<file path="src/rtl/usertype_pkg.sv">
// +----------------------------------------------------------------------+
// | Package : usertype                                                   |
// | Shared PSG types: player record, player id, cache FSM state encoding |
// | and the size of one player record in DRAM.                           |
// | Revision: 1.0  initial release                                       |
// +----------------------------------------------------------------------+
`default_nettype none

package usertype;

  // One player record as stored in DRAM and in the cache.
  typedef logic [63:0] Player_Info;

  // Player identifier used by the PSG core.
  typedef logic [7:0] Player_id;

  // Bytes occupied by one Player_Info record in DRAM.
  localparam int unsigned PLAYER_BYTES = 8;

  // Player cache controller states.
  typedef enum logic [3:0] {
    IDLE       = 4'd0,
    WB_REQ     = 4'd1,
    WB_WAIT    = 4'd2,
    FILL_REQ   = 4'd3,
    FILL_WAIT  = 4'd4,
    RESP       = 4'd5,
    FLUSH_SCAN = 4'd6,
    FLUSH_WB   = 4'd7,
    FLUSH_WAIT = 4'd8
  } C_state;

endpackage

`default_nettype wire

</file>
<file path="src/rtl/psg_cache_array.sv">
// +----------------------------------------------------------------------+
// | Module  : psg_cache_array                                            |
// | Line storage for the player cache: valid, dirty, tag and record per  |
// | line. One combinational read port, one write port, synchronous clear |
// | of all valid and dirty bits.                                         |
// |                                                                      |
// | Ports:                                                               |
// |   clk          clock                                                 |
// |   clr_i        clear every valid and dirty bit at the next edge      |
// |   rd_idx_i     read index; rd_*_o reflect that line combinationally  |
// |   we_i         write enable; writes every field of line wr_idx_i     |
// | Revision: 1.0  initial release                                       |
// +----------------------------------------------------------------------+
`default_nettype none

module psg_cache_array
  import usertype::*;
#(
  parameter int unsigned ENTRIES = 16,
  parameter int unsigned IDX_W   = 4,
  parameter int unsigned TAG_W   = 4
) (
  input  logic             clk,
  input  logic             clr_i,
  input  logic [IDX_W-1:0] rd_idx_i,
  output logic             rd_valid_o,
  output logic             rd_dirty_o,
  output logic [TAG_W-1:0] rd_tag_o,
  output Player_Info       rd_data_o,
  input  logic             we_i,
  input  logic [IDX_W-1:0] wr_idx_i,
  input  logic             wr_valid_i,
  input  logic             wr_dirty_i,
  input  logic [TAG_W-1:0] wr_tag_i,
  input  Player_Info       wr_data_i
);

  logic [ENTRIES-1:0] valid_q;
  logic [ENTRIES-1:0] dirty_q;
  logic [TAG_W-1:0]   tag_q  [ENTRIES];
  Player_Info         data_q [ENTRIES];

  assign rd_valid_o = valid_q[rd_idx_i];
  assign rd_dirty_o = dirty_q[rd_idx_i];
  assign rd_tag_o   = tag_q[rd_idx_i];
  assign rd_data_o  = data_q[rd_idx_i];

  // Only the state bits need clearing; tag and data are meaningless
  // while valid is low.
  always_ff @(posedge clk) begin
    if (clr_i) begin
      valid_q <= '0;
      dirty_q <= '0;
    end else if (we_i) begin
      valid_q[wr_idx_i] <= wr_valid_i;
      dirty_q[wr_idx_i] <= wr_dirty_i;
    end
  end

  always_ff @(posedge clk) begin
    if (we_i) begin
      tag_q[wr_idx_i]  <= wr_tag_i;
      data_q[wr_idx_i] <= wr_data_i;
    end
  end

endmodule

`default_nettype wire

</file>
<file path="src/rtl/psg_player_cache.sv">
// +----------------------------------------------------------------------+
// | Module  : psg_player_cache                                           |
// | Direct-mapped write-back cache of Player_Info records between the    |
// | PSG core and the DRAM bridge, with an explicit flush walk.           |
// |                                                                      |
// | Ports:                                                               |
// |   req_*       core request (valid/ready, write, id, write data)      |
// |   rsp_*       one-cycle response pulse with data and hit flag        |
// |   flush_req/flush_done   write back every dirty line                 |
// |   mem_rd_*    DRAM read address handshake and read data strobe       |
// |   mem_wr_*    DRAM write handshake and write-complete strobe         |
// | Revision: 1.0  initial release                                       |
// +----------------------------------------------------------------------+
`default_nettype none

module psg_player_cache
  import usertype::*;
#(
  parameter int unsigned       ENTRIES   = 16,
  parameter int unsigned       ADDR_W    = 17,
  parameter logic [ADDR_W-1:0] BASE_ADDR = 17'h10000
) (
  input  logic              clk,
  input  logic              rst_n,
  input  logic              req_valid,
  output logic              req_ready,
  input  logic              req_write,
  input  Player_id          req_id,
  input  Player_Info        req_wdata,
  output logic              rsp_valid,
  output Player_Info        rsp_data,
  output logic              rsp_hit,
  input  logic              flush_req,
  output logic              flush_done,
  output logic              mem_rd_valid,
  input  logic              mem_rd_ready,
  output logic [ADDR_W-1:0] mem_rd_addr,
  input  logic              mem_rd_data_valid,
  input  Player_Info        mem_rd_data,
  output logic              mem_wr_valid,
  input  logic              mem_wr_ready,
  output logic [ADDR_W-1:0] mem_wr_addr,
  output Player_Info        mem_wr_data,
  input  logic              mem_wr_resp
);

  // Index/tag split of the 8-bit id. Either field may be zero-width
  // (ENTRIES = 1 or 256); the *_WS widths keep a 1-bit stand-in field that
  // is held at zero so the storage never needs zero-width vectors.
  localparam int unsigned IDX_W  = (ENTRIES > 1) ? $clog2(ENTRIES) : 0;
  localparam int unsigned TAG_W  = 8 - IDX_W;
  localparam int unsigned IDX_WS = (IDX_W > 0) ? IDX_W : 1;
  localparam int unsigned TAG_WS = (TAG_W > 0) ? TAG_W : 1;
  localparam logic [IDX_WS-1:0] LAST_IDX = IDX_WS'(ENTRIES - 1);

  function automatic logic [IDX_WS-1:0] idx_of(input Player_id id);
    logic [IDX_WS-1:0] r;
    r = '0;
    if (IDX_W > 0) r = IDX_WS'(id);
    return r;
  endfunction

  function automatic logic [TAG_WS-1:0] tag_of(input Player_id id);
    logic [TAG_WS-1:0] r;
    r = '0;
    if (TAG_W > 0) r = TAG_WS'(id >> IDX_W);
    return r;
  endfunction

  // Rebuild the id of a resident line; zero-width fields read as zero.
  function automatic Player_id id_of(input logic [TAG_WS-1:0] tag,
                                     input logic [IDX_WS-1:0] idx);
    return (Player_id'(tag) << IDX_W) | Player_id'(idx);
  endfunction

  // Arithmetic is done at ADDR_W bits, which is the required truncation.
  function automatic logic [ADDR_W-1:0] addr_of(input Player_id id);
    logic [ADDR_W-1:0] off;
    off = ADDR_W'(id) * ADDR_W'(PLAYER_BYTES);
    return BASE_ADDR + off;
  endfunction

  C_state            state_q, state_d;
  logic              write_q, write_d;
  logic              hit_q, hit_d;
  Player_id          id_q, id_d;
  Player_Info        wdata_q, wdata_d;
  logic [IDX_WS-1:0] flush_idx_q, flush_idx_d;

  logic              rsp_valid_q, rsp_valid_d;
  Player_Info        rsp_data_q, rsp_data_d;
  logic              rsp_hit_q, rsp_hit_d;
  logic              flush_done_q, flush_done_d;
  logic              mem_rd_valid_q, mem_rd_valid_d;
  logic [ADDR_W-1:0] mem_rd_addr_q, mem_rd_addr_d;
  logic              mem_wr_valid_q, mem_wr_valid_d;
  logic [ADDR_W-1:0] mem_wr_addr_q, mem_wr_addr_d;
  Player_Info        mem_wr_data_q, mem_wr_data_d;

  logic [IDX_WS-1:0] arr_idx;
  logic              arr_valid, arr_dirty;
  logic [TAG_WS-1:0] arr_tag;
  Player_Info        arr_data;
  logic              arr_we;
  logic              arr_wr_dirty;
  logic [TAG_WS-1:0] arr_wr_tag;
  Player_Info        arr_wr_data;

  // Every array write targets the line currently being read, so one
  // index serves both ports.
  psg_cache_array #(
    .ENTRIES (ENTRIES),
    .IDX_W   (IDX_WS),
    .TAG_W   (TAG_WS)
  ) u_array (
    .clk        (clk),
    .clr_i      (~rst_n),
    .rd_idx_i   (arr_idx),
    .rd_valid_o (arr_valid),
    .rd_dirty_o (arr_dirty),
    .rd_tag_o   (arr_tag),
    .rd_data_o  (arr_data),
    .we_i       (arr_we),
    .wr_idx_i   (arr_idx),
    .wr_valid_i (1'b1),
    .wr_dirty_i (arr_wr_dirty),
    .wr_tag_i   (arr_wr_tag),
    .wr_data_i  (arr_wr_data)
  );

  always_comb begin
    state_d        = state_q;
    write_d        = write_q;
    hit_d          = hit_q;
    id_d           = id_q;
    wdata_d        = wdata_q;
    flush_idx_d    = flush_idx_q;
    rsp_valid_d    = 1'b0;
    rsp_data_d     = rsp_data_q;
    rsp_hit_d      = rsp_hit_q;
    flush_done_d   = 1'b0;
    mem_rd_valid_d = mem_rd_valid_q;
    mem_rd_addr_d  = mem_rd_addr_q;
    mem_wr_valid_d = mem_wr_valid_q;
    mem_wr_addr_d  = mem_wr_addr_q;
    mem_wr_data_d  = mem_wr_data_q;
    arr_we         = 1'b0;
    arr_wr_dirty   = 1'b0;
    arr_wr_tag     = arr_tag;
    arr_wr_data    = arr_data;

    // The lookup happens against the incoming id in IDLE; afterwards the
    // latched id (or the flush cursor) selects the line.
    case (state_q)
      IDLE:                              arr_idx = idx_of(req_id);
      FLUSH_SCAN, FLUSH_WB, FLUSH_WAIT:  arr_idx = flush_idx_q;
      default:                           arr_idx = idx_of(id_q);
    endcase

    case (state_q)
      IDLE: begin
        if (flush_req) begin
          flush_idx_d = '0;
          state_d     = FLUSH_SCAN;
        end else if (req_valid) begin
          write_d = req_write;
          id_d    = req_id;
          wdata_d = req_wdata;
          hit_d   = arr_valid && (arr_tag == tag_of(req_id));
          if (arr_valid && (arr_tag == tag_of(req_id))) begin
            state_d = RESP;
          end else if (arr_valid && arr_dirty) begin
            mem_wr_valid_d = 1'b1;
            mem_wr_addr_d  = addr_of(id_of(arr_tag, idx_of(req_id)));
            mem_wr_data_d  = arr_data;
            state_d        = WB_REQ;
          end else if (req_write) begin
            // Whole-record write: nothing to fetch.
            state_d = RESP;
          end else begin
            mem_rd_valid_d = 1'b1;
            mem_rd_addr_d  = addr_of(req_id);
            state_d        = FILL_REQ;
          end
        end
      end

      WB_REQ: begin
        if (mem_wr_ready) begin
          mem_wr_valid_d = 1'b0;
          state_d        = WB_WAIT;
        end
      end

      WB_WAIT: begin
        if (mem_wr_resp) begin
          if (write_q) begin
            state_d = RESP;
          end else begin
            mem_rd_valid_d = 1'b1;
            mem_rd_addr_d  = addr_of(id_q);
            state_d        = FILL_REQ;
          end
        end
      end

      FILL_REQ: begin
        if (mem_rd_ready) begin
          mem_rd_valid_d = 1'b0;
          state_d        = FILL_WAIT;
        end
      end

      FILL_WAIT: begin
        if (mem_rd_data_valid) begin
          arr_we       = 1'b1;
          arr_wr_dirty = 1'b0;
          arr_wr_tag   = tag_of(id_q);
          arr_wr_data  = mem_rd_data;
          state_d      = RESP;
        end
      end

      RESP: begin
        // A read returns the line (already filled on a miss); a write
        // installs its record here for hits and misses alike.
        rsp_valid_d = 1'b1;
        rsp_hit_d   = hit_q;
        rsp_data_d  = write_q ? wdata_q : arr_data;
        if (write_q) begin
          arr_we       = 1'b1;
          arr_wr_dirty = 1'b1;
          arr_wr_tag   = tag_of(id_q);
          arr_wr_data  = wdata_q;
        end
        state_d = IDLE;
      end

      FLUSH_SCAN: begin
        if (arr_valid && arr_dirty) begin
          mem_wr_valid_d = 1'b1;
          mem_wr_addr_d  = addr_of(id_of(arr_tag, flush_idx_q));
          mem_wr_data_d  = arr_data;
          state_d        = FLUSH_WB;
        end else if (flush_idx_q == LAST_IDX) begin
          flush_done_d = 1'b1;
          state_d      = IDLE;
        end else begin
          flush_idx_d = flush_idx_q + IDX_WS'(1);
        end
      end

      FLUSH_WB: begin
        if (mem_wr_ready) begin
          mem_wr_valid_d = 1'b0;
          state_d        = FLUSH_WAIT;
        end
      end

      FLUSH_WAIT: begin
        if (mem_wr_resp) begin
          // Rewrite the line with only the dirty bit cleared.
          arr_we       = 1'b1;
          arr_wr_dirty = 1'b0;
          if (flush_idx_q == LAST_IDX) begin
            flush_done_d = 1'b1;
            state_d      = IDLE;
          end else begin
            flush_idx_d = flush_idx_q + IDX_WS'(1);
            state_d     = FLUSH_SCAN;
          end
        end
      end

      default: state_d = IDLE;
    endcase
  end

  always_ff @(posedge clk) begin
    if (!rst_n) begin
      state_q        <= IDLE;
      write_q        <= 1'b0;
      hit_q          <= 1'b0;
      id_q           <= '0;
      wdata_q        <= '0;
      flush_idx_q    <= '0;
      rsp_valid_q    <= 1'b0;
      rsp_data_q     <= '0;
      rsp_hit_q      <= 1'b0;
      flush_done_q   <= 1'b0;
      mem_rd_valid_q <= 1'b0;
      mem_rd_addr_q  <= '0;
      mem_wr_valid_q <= 1'b0;
      mem_wr_addr_q  <= '0;
      mem_wr_data_q  <= '0;
    end else begin
      state_q        <= state_d;
      write_q        <= write_d;
      hit_q          <= hit_d;
      id_q           <= id_d;
      wdata_q        <= wdata_d;
      flush_idx_q    <= flush_idx_d;
      rsp_valid_q    <= rsp_valid_d;
      rsp_data_q     <= rsp_data_d;
      rsp_hit_q      <= rsp_hit_d;
      flush_done_q   <= flush_done_d;
      mem_rd_valid_q <= mem_rd_valid_d;
      mem_rd_addr_q  <= mem_rd_addr_d;
      mem_wr_valid_q <= mem_wr_valid_d;
      mem_wr_addr_q  <= mem_wr_addr_d;
      mem_wr_data_q  <= mem_wr_data_d;
    end
  end

  assign req_ready    = (state_q == IDLE);
  assign rsp_valid    = rsp_valid_q;
  assign rsp_data     = rsp_data_q;
  assign rsp_hit      = rsp_hit_q;
  assign flush_done   = flush_done_q;
  assign mem_rd_valid = mem_rd_valid_q;
  assign mem_rd_addr  = mem_rd_addr_q;
  assign mem_wr_valid = mem_wr_valid_q;
  assign mem_wr_addr  = mem_wr_addr_q;
  assign mem_wr_data  = mem_wr_data_q;

endmodule

`default_nettype wire

</file>
<file path="config.mk">
export PLATFORM = sky130hd
export DESIGN_NAME = psg_player_cache
export DESIGN_NICKNAME = d
export VERILOG_FILES = /design/src/rtl/usertype_pkg.sv /design/src/rtl/psg_cache_array.sv /design/src/rtl/psg_player_cache.sv
export SDC_FILE = /design/constraint.sdc
export NUM_CORES = 2
export LEC_CHECK = 0
export BUFFER_PORTS_ARGS = -buffer_cell sky130_fd_sc_hd__buf_2
export CORE_MARGIN = 3
export CORE_UTILIZATION = 25
export DETAILED_ROUTE_END_ITERATION = 10
export PLACE_DENSITY = 0.48
export RECOVER_POWER = 100
export SLEW_MARGIN = 40
export SYNTH_ARGS = -nofsm -noshare
export SYNTH_HDL_FRONTEND = slang
export SYNTH_SLANG_ARGS = --single-unit
</file>
<file path="constraint.sdc">
create_clock -name clk -period 6.55 [get_ports clk]
set_input_delay 1.31 -clock clk [delete_from_list [all_inputs] [get_ports clk]]
set_output_delay 1.31 -clock clk [all_outputs]
set_load 0.05 [all_outputs]
</file>
* Word level (Yosys, flattened, before mapping)
Memory sizes are Yosys's and may differ from the RTL's.
Cells that the tools add are included.
** Operators by class
- Mux-type cells :: 89
- Add/sub/neg operators :: 5
- Order comparisons :: 2
- Eq/ne operators :: 29
- Bitwise logic cells :: 4
- Reductions and logical operators :: 19
** Operators by type and width (number)
- $mux 64 :: 6
- $pmux 64 s2 :: 2
- $mux 17 :: 12
- $mux 4 :: 24
- $add 17x11->17 const A :: 4
- $pmux 17 s2 :: 2
- $pmux 4 s8 :: 1
- $ne 2x2->1 const B :: 14
- $mux 1 :: 26
- $bwmux 16 :: 1
- $eq 4x3->1 const B :: 4
- $or 16x16->16 :: 1
- $or 8x4->8 :: 2
- $pmux 4 s2 :: 2
- $reduce_and 8->1 :: 2
- $mux 3 :: 5
- $pmux 4 s3 :: 1
- $pmux 1 s3 :: 3
- $reduce_and 9->1 :: 1
- $reduce_bool 3->1 :: 3
- $bmux 1 s4 :: 2
- $eq 4x2->1 const B :: 2
- $eq 4x4->1 const B :: 2
- $reduce_and 4->1 :: 2
- 19 further kinds :: 24
** Word-level totals
- Memories :: 2
- Logic and storage cells :: 167
- Register bits :: 281
- Input port bits :: 145
- Output and inout port bits :: 168
- Bits in writable memories :: 1088
** Memories
- u_array.data_q :: words 16, width 64, read ports 1, clocked after memory_dff 0, wr ports 1, line psg_cache_array.sv:41 : Player_Info data_q [ENTRIES];
- u_array.tag_q :: words 16, width 4, read ports 1, clocked after memory_dff 0, wr ports 1, line psg_cache_array.sv:40 : logic [TAG_W-1:0] tag_q [ENTRIES];

* Logic depth before layout (Yosys ltp)
- Depth after elaboration :: 18
- Depth in mapped cells :: 18
- Mapped depth without buffers :: 12

* By module
From an unflattened synthesis, not the netlist that was laid out.
** Unflattened totals
- Cells, all modules :: 3383
- Area, all modules :: 54054.3 sq um
** By module, submodules not included
- psg_cache_array :: cells each 1856, area an instance 42228.0 sq um, seq. area each 33311.9 sq um, times used 1
- psg_player_cache :: cells each 1527, area an instance 11826.3 sq um, seq. area each 4664.5 sq um, times used 1

* Least setup slack after synthesis
No wires, ideal clock.
- Kind :: input port to flip-flop
- Start :: input req_id[0]
- End :: register u_array.dirty_q[4]
- Library setup time :: 128 ps
- Slack :: -396 ps
- Arrival :: 6818 ps
- Path buffers :: 4
- Stages on the path :: 11
- Required time :: 6422 ps
- Cells stage by stage :: or4_4 -> a21oi_2 -> or3_1 -> buf_2 -> clkbuf_1 -> clkbuf_1 -> clkbuf_1 -> nand3_1 -> nor2_1 -> mux2i_1 -> nor2_1
** Between the ends
- Cells in the longest elaborated chain, start to end :: 6
- Elaborated cells on any way between the ends :: 7
- Those cells by class :: order compare: 2; mux: 4; reduce/logical: 1
** RTL lines
- start, declared :: line psg_player_cache.sv:28 : input Player_id req_id,
- $pmux 4 s2 * :: line psg_player_cache.sv:154 : case (state_q)
- $lt 4x5->1 (implied by the code) / $ge 4x1->1 (equally long branches) :: line psg_cache_array.sv:56 : dirty_q[wr_idx_i] <= wr_dirty_i;
- $logic_and 1x1->1 (implied by the code) :: line psg_cache_array.sv:56
- $mux 1 (implied by the code) :: line psg_cache_array.sv:56
- $demux 1 s4 *
- $bwmux 16 * :: line psg_cache_array.sv:56
- end signal, assigned by index :: line psg_cache_array.sv:56
- end, declared :: line psg_cache_array.sv:39 : logic [ENTRIES-1:0] dirty_q;
Every way passes the cells marked *; elsewhere a longest branch is shown, timed or not.
A chain may end at the register's enable or synchronous reset.

* Worst setup path in the final report
- Start :: register state_q[3]
- End :: memory u_array.data_q[12][16] (netlist bit), enable pin
** Between the ends
- Cells in the longest elaborated chain, start to end :: 4
- Elaborated cells on any way between the ends :: 11
- Those cells by class :: eq/ne: 5; mux: 4; reduce/logical: 2
** RTL lines
- start, declared :: line psg_player_cache.sv:83 : C_state state_q, state_d;
- start signal, assigned :: line psg_player_cache.sv:297 : state_q <= state_d;
- $eq 4x4->1 / $eq 4x3->1 (equally long branches) :: line psg_player_cache.sv:154, psg_player_cache.sv:160
- $pmux 1 s3 :: line psg_player_cache.sv:160 : case (state_q)
- $mux 1 :: line psg_cache_array.sv:61 : if (we_i) begin
- $mux 1 (implied by the code) :: line psg_cache_array.sv:63 : data_q[wr_idx_i] <= wr_data_i;
- end, declared :: line psg_cache_array.sv:41
Several ways; a longest one is shown, not always the timed one.

==> impl_metrics.env <==
export IMPL_status="finished, violations left"
export IMPL_violations="capacitance limit, slew limit"
export IMPL_antenna_found_initial=14
export IMPL_n_fill_cell=22223
export IMPL_clock_sinks=1353
export IMPL_cts_resized=0
export IMPL_post_route_util_pct=29.7
export IMPL_r2r_end="u_array.data_q[12][16]"
export IMPL_grt_pass1_wl_um=271000
export IMPL_multiInputGateArea_um2=14800
export IMPL_final_common_cell="nand2_1"
export IMPL_drc=0
export IMPL_peakVddDrop_mv=0.398
export IMPL_synth_edff_count=1088
export IMPL_rows=170
export IMPL_setup_tns_ns=0
export IMPL_cp_arrival_ns=6.02
export IMPL_async_reset_ff_share_pct=0
export IMPL_reg2reg_from="state_q[3]"
export IMPL_routed_via_count=38140
export IMPL_drtAntennaViolNets=0
export IMPL_routedWlPerCell_um=23.9
export IMPL_endpoint_kind="register"
export IMPL_finalSetupViolCount=0
export IMPL_cpPeakStageDelay_ns=2.10
export IMPL_synthDistinctLibCells=75
export IMPL_start_util_pct=25.2
export IMPL_core_um2=215000
export IMPL_path_class="reg -> reg"
export IMPL_grt_usage_pct=16.7
export IMPL_cts_path_max_buffers=3
export IMPL_dp_hpwl_um=110000
export IMPL_fp_dieH_um=471
export IMPL_path_max_fanout=43
export IMPL_yosys_top_cells_area="edfxtp_1, dfxtp_1, nand2_1"
export IMPL_grt_max_degree=133
export IMPL_whs_path_depth=2
export IMPL_max_freq_ghz=0.176
export IMPL_finalWirelength_um=191000
export IMPL_drive_above_1_share_pct=9.86
export IMPL_netlist_instances=4751
export IMPL_overflow=0
export IMPL_holdPathEnd="mem_wr_addr[16]"
export IMPL_slowest_stage="dlymetal6s4s_1"
export IMPL_root_buffer="clkbuf_16"
export IMPL_io_pin_count=313
export IMPL_area_growth_syn_to_layout_pct=18.0
export IMPL_synth_top_area_cell="edfxtp_1"
export IMPL_cts_tree="yes"
export IMPL_min_period_ns=5.68
export IMPL_globalplace_congestion=0.781
export IMPL_ctsHoldBuffers=0
export IMPL_yosys_warnings=0
export IMPL_r2r_slack_ns=0.87
export IMPL_cts_inserted_buffers=151
export IMPL_final_cell_mix="nand2_1, edfxtp_1, nand3_1"
export IMPL_clock_skew_ns=0.0540
export IMPL_final_nets=5157
export IMPL_drt_first_pass_iters=5
export IMPL_synth_seq_cells=1353
export IMPL_fp_dieW_um=471
export IMPL_tightest_slew_ns=3.79
export IMPL_regArea_um2=38000
export IMPL_hold_viol=0
export IMPL_synth_area_um2=54100
export IMPL_yosysTopAreaCellShare_pct=60.4
export IMPL_relSlewSlack_pct=-152
export IMPL_startpoint_type="register"
export IMPL_hp_start="mem_wr_addr[16]"
export IMPL_cts_setup_buffers=0
export IMPL_finalCritPeriodShare_pct=86.7
export IMPL_hp_class="reg -> reg"
export IMPL_grt_pass1_vias=36469
export IMPL_reg2reg_depth=7
export IMPL_htreeDepth=4
export IMPL_ys_flop_type="edfxtp_1"
export IMPL_required_ns=6.89
export IMPL_dr_first_iter_drc_count=3103
export IMPL_io_buffers=296
export IMPL_power_density_nw_per_um2=556
export IMPL_dieArea_um2=222000
export IMPL_rsz0062_at_grt="no"
export IMPL_path_clk_slew_ns=0.06
export IMPL_routed_via_density=4.78
export IMPL_ys_seq_area_share_pct=70.2
export IMPL_drv_slew=854
export IMPL_path_cells="or4b_1, o32a_1, nand3_4, nand3_1, clkbuf_1, nor2_4, dlymetal6s4s_1"
export IMPL_cap_violations=23
export IMPL_clock_latency_ns=0.82
export IMPL_leakage_nw=22.2
export IMPL_syn_area_per_cell_um2=11.4
-- routing by layer --
metal	wire length [µm]	GRT usage, %	vias to the layer above
met5	11	0	-
met2	89300	27.0	1193
met1	82700	22.1	19124
met4	7990	6.62	2
met3	10600	2.98	286
li1	-	-	17535
-- worst max-delay path, delay by kind of cell, from the launching register on --
family,cells,cell delay [ns]
buffers and inverters,2,2.35
and+or+nand+nor,4,1.51
DFF,1,0.95
AOI/OAI and AO/OA,1,0.27
-- worst max-delay path by stage --
| stage | depth (start not counted) | to | slack (ns) | startpoint |
|---|---|---|---|---|
| 5_1_grt | 7 | u_array.data_q[12][0] | 0.71 | state_q[3] |
| 4_1_cts | 13 | u_array.data_q[9][26] | 1.47 | state_q[1] |
| 6_report | 7 | u_array.data_q[12][16] | 0.87 | state_q[3] |
| 3_5_place_dp | 13 | u_array.data_q[11][28] | 1.10 | req_id[0] |
| 3_3_place_gp | 13 | u_array.data_q[8][25] | 0.93 | req_id[0] |
| 2_1_floorplan | 11 | u_array.dirty_q[4] | -0.40 | req_id[0] |
-- area by class of cell --
cell class / count / share of cell area, %
antenna: 3 / 0.0118
clock buffer: 209 / 6.50
clock inverter: 73 / 1.13
inverter: 15 / 0.0961
multi-input combinational: 3056 / 23.1
sequential: 1353 / 59.5
tap: 2838 / 5.56
timing repair buffer: 434 / 4.06
-- cell families (layout without fill, tap and decap cells) --
family                   count (synthesis)  in the layout  synth area share [%]
AO/OA/AOI/OAI                          410            410                  4.85
XOR/XNOR                                 6              6                 0.111
adder cells (fa/ha/maj)                  1              1                0.0231
buffers and inverters                  357            731                  2.76
flip-flops                            1353           1353                  70.2
multiplexers                            89             89                  1.66
other                                    1             19               0.00694
AND/OR/NAND/NOR                       2534           2534                  20.4
-- cells in the mapped netlist (all sizes together), types with 3 or more instances --
master and instances:
nand2 1329, edfxtp 1088, nand3 868, clkbuf 267, dfxtp 265, nor2 216
a21oi 168, o21ai 102, mux2i 85, buf 75, nand4 66, a221o 65
o22ai 28, inv 14, nor3 11, o221a 9, and3 7, nand2b 7
and2 6, nor2b 5, o21a 5, o31ai 5, a22o 4, mux2 4
or3 4, xnor2 4, a31oi 3, and4 3
-- where the power goes --
part	switching (mW)	internal (mW)	total (mW)
Sequential	0.207	12.7	12.9
Combinational	10.7	3.53	14.2
Clock	3.64	4.69	8.33
-- through the flow --
stage / total power, mW / setup slack (ns) / hold slack, ns / area, µm² / std cells
floorplan: 21.8 / -0.396 / 0.436 / 54100 / 4766
global placement: 27.5 / 0.935 / 0.433 / 59300 / 7689
detailed placement: 27.7 / 1.10 / 0.437 / 59400 / 7694
CTS: 36.0 / 1.47 / 0.451 / 64300 / 7976
global route: 37.5 / 0.715 / 0.473 / 63800 / 7979
finish: 35.5 / 0.872 / 0.452 / 63800 / 7981
-- state kept, by name, indices dropped and copies added, names as in the netlist, 4 cells and up --
signal and count:
u_array.tag_q 64, u_array.dirty_q 16, mem_wr_addr 9, rsp_data 64
state_q 4, mem_wr_data 64, wdata_q 64, u_array.valid_q 16
id_q 8, mem_rd_addr 9, u_array.data_q 1024, flush_idx_q 4
Power figures use the tool's default switching activity.
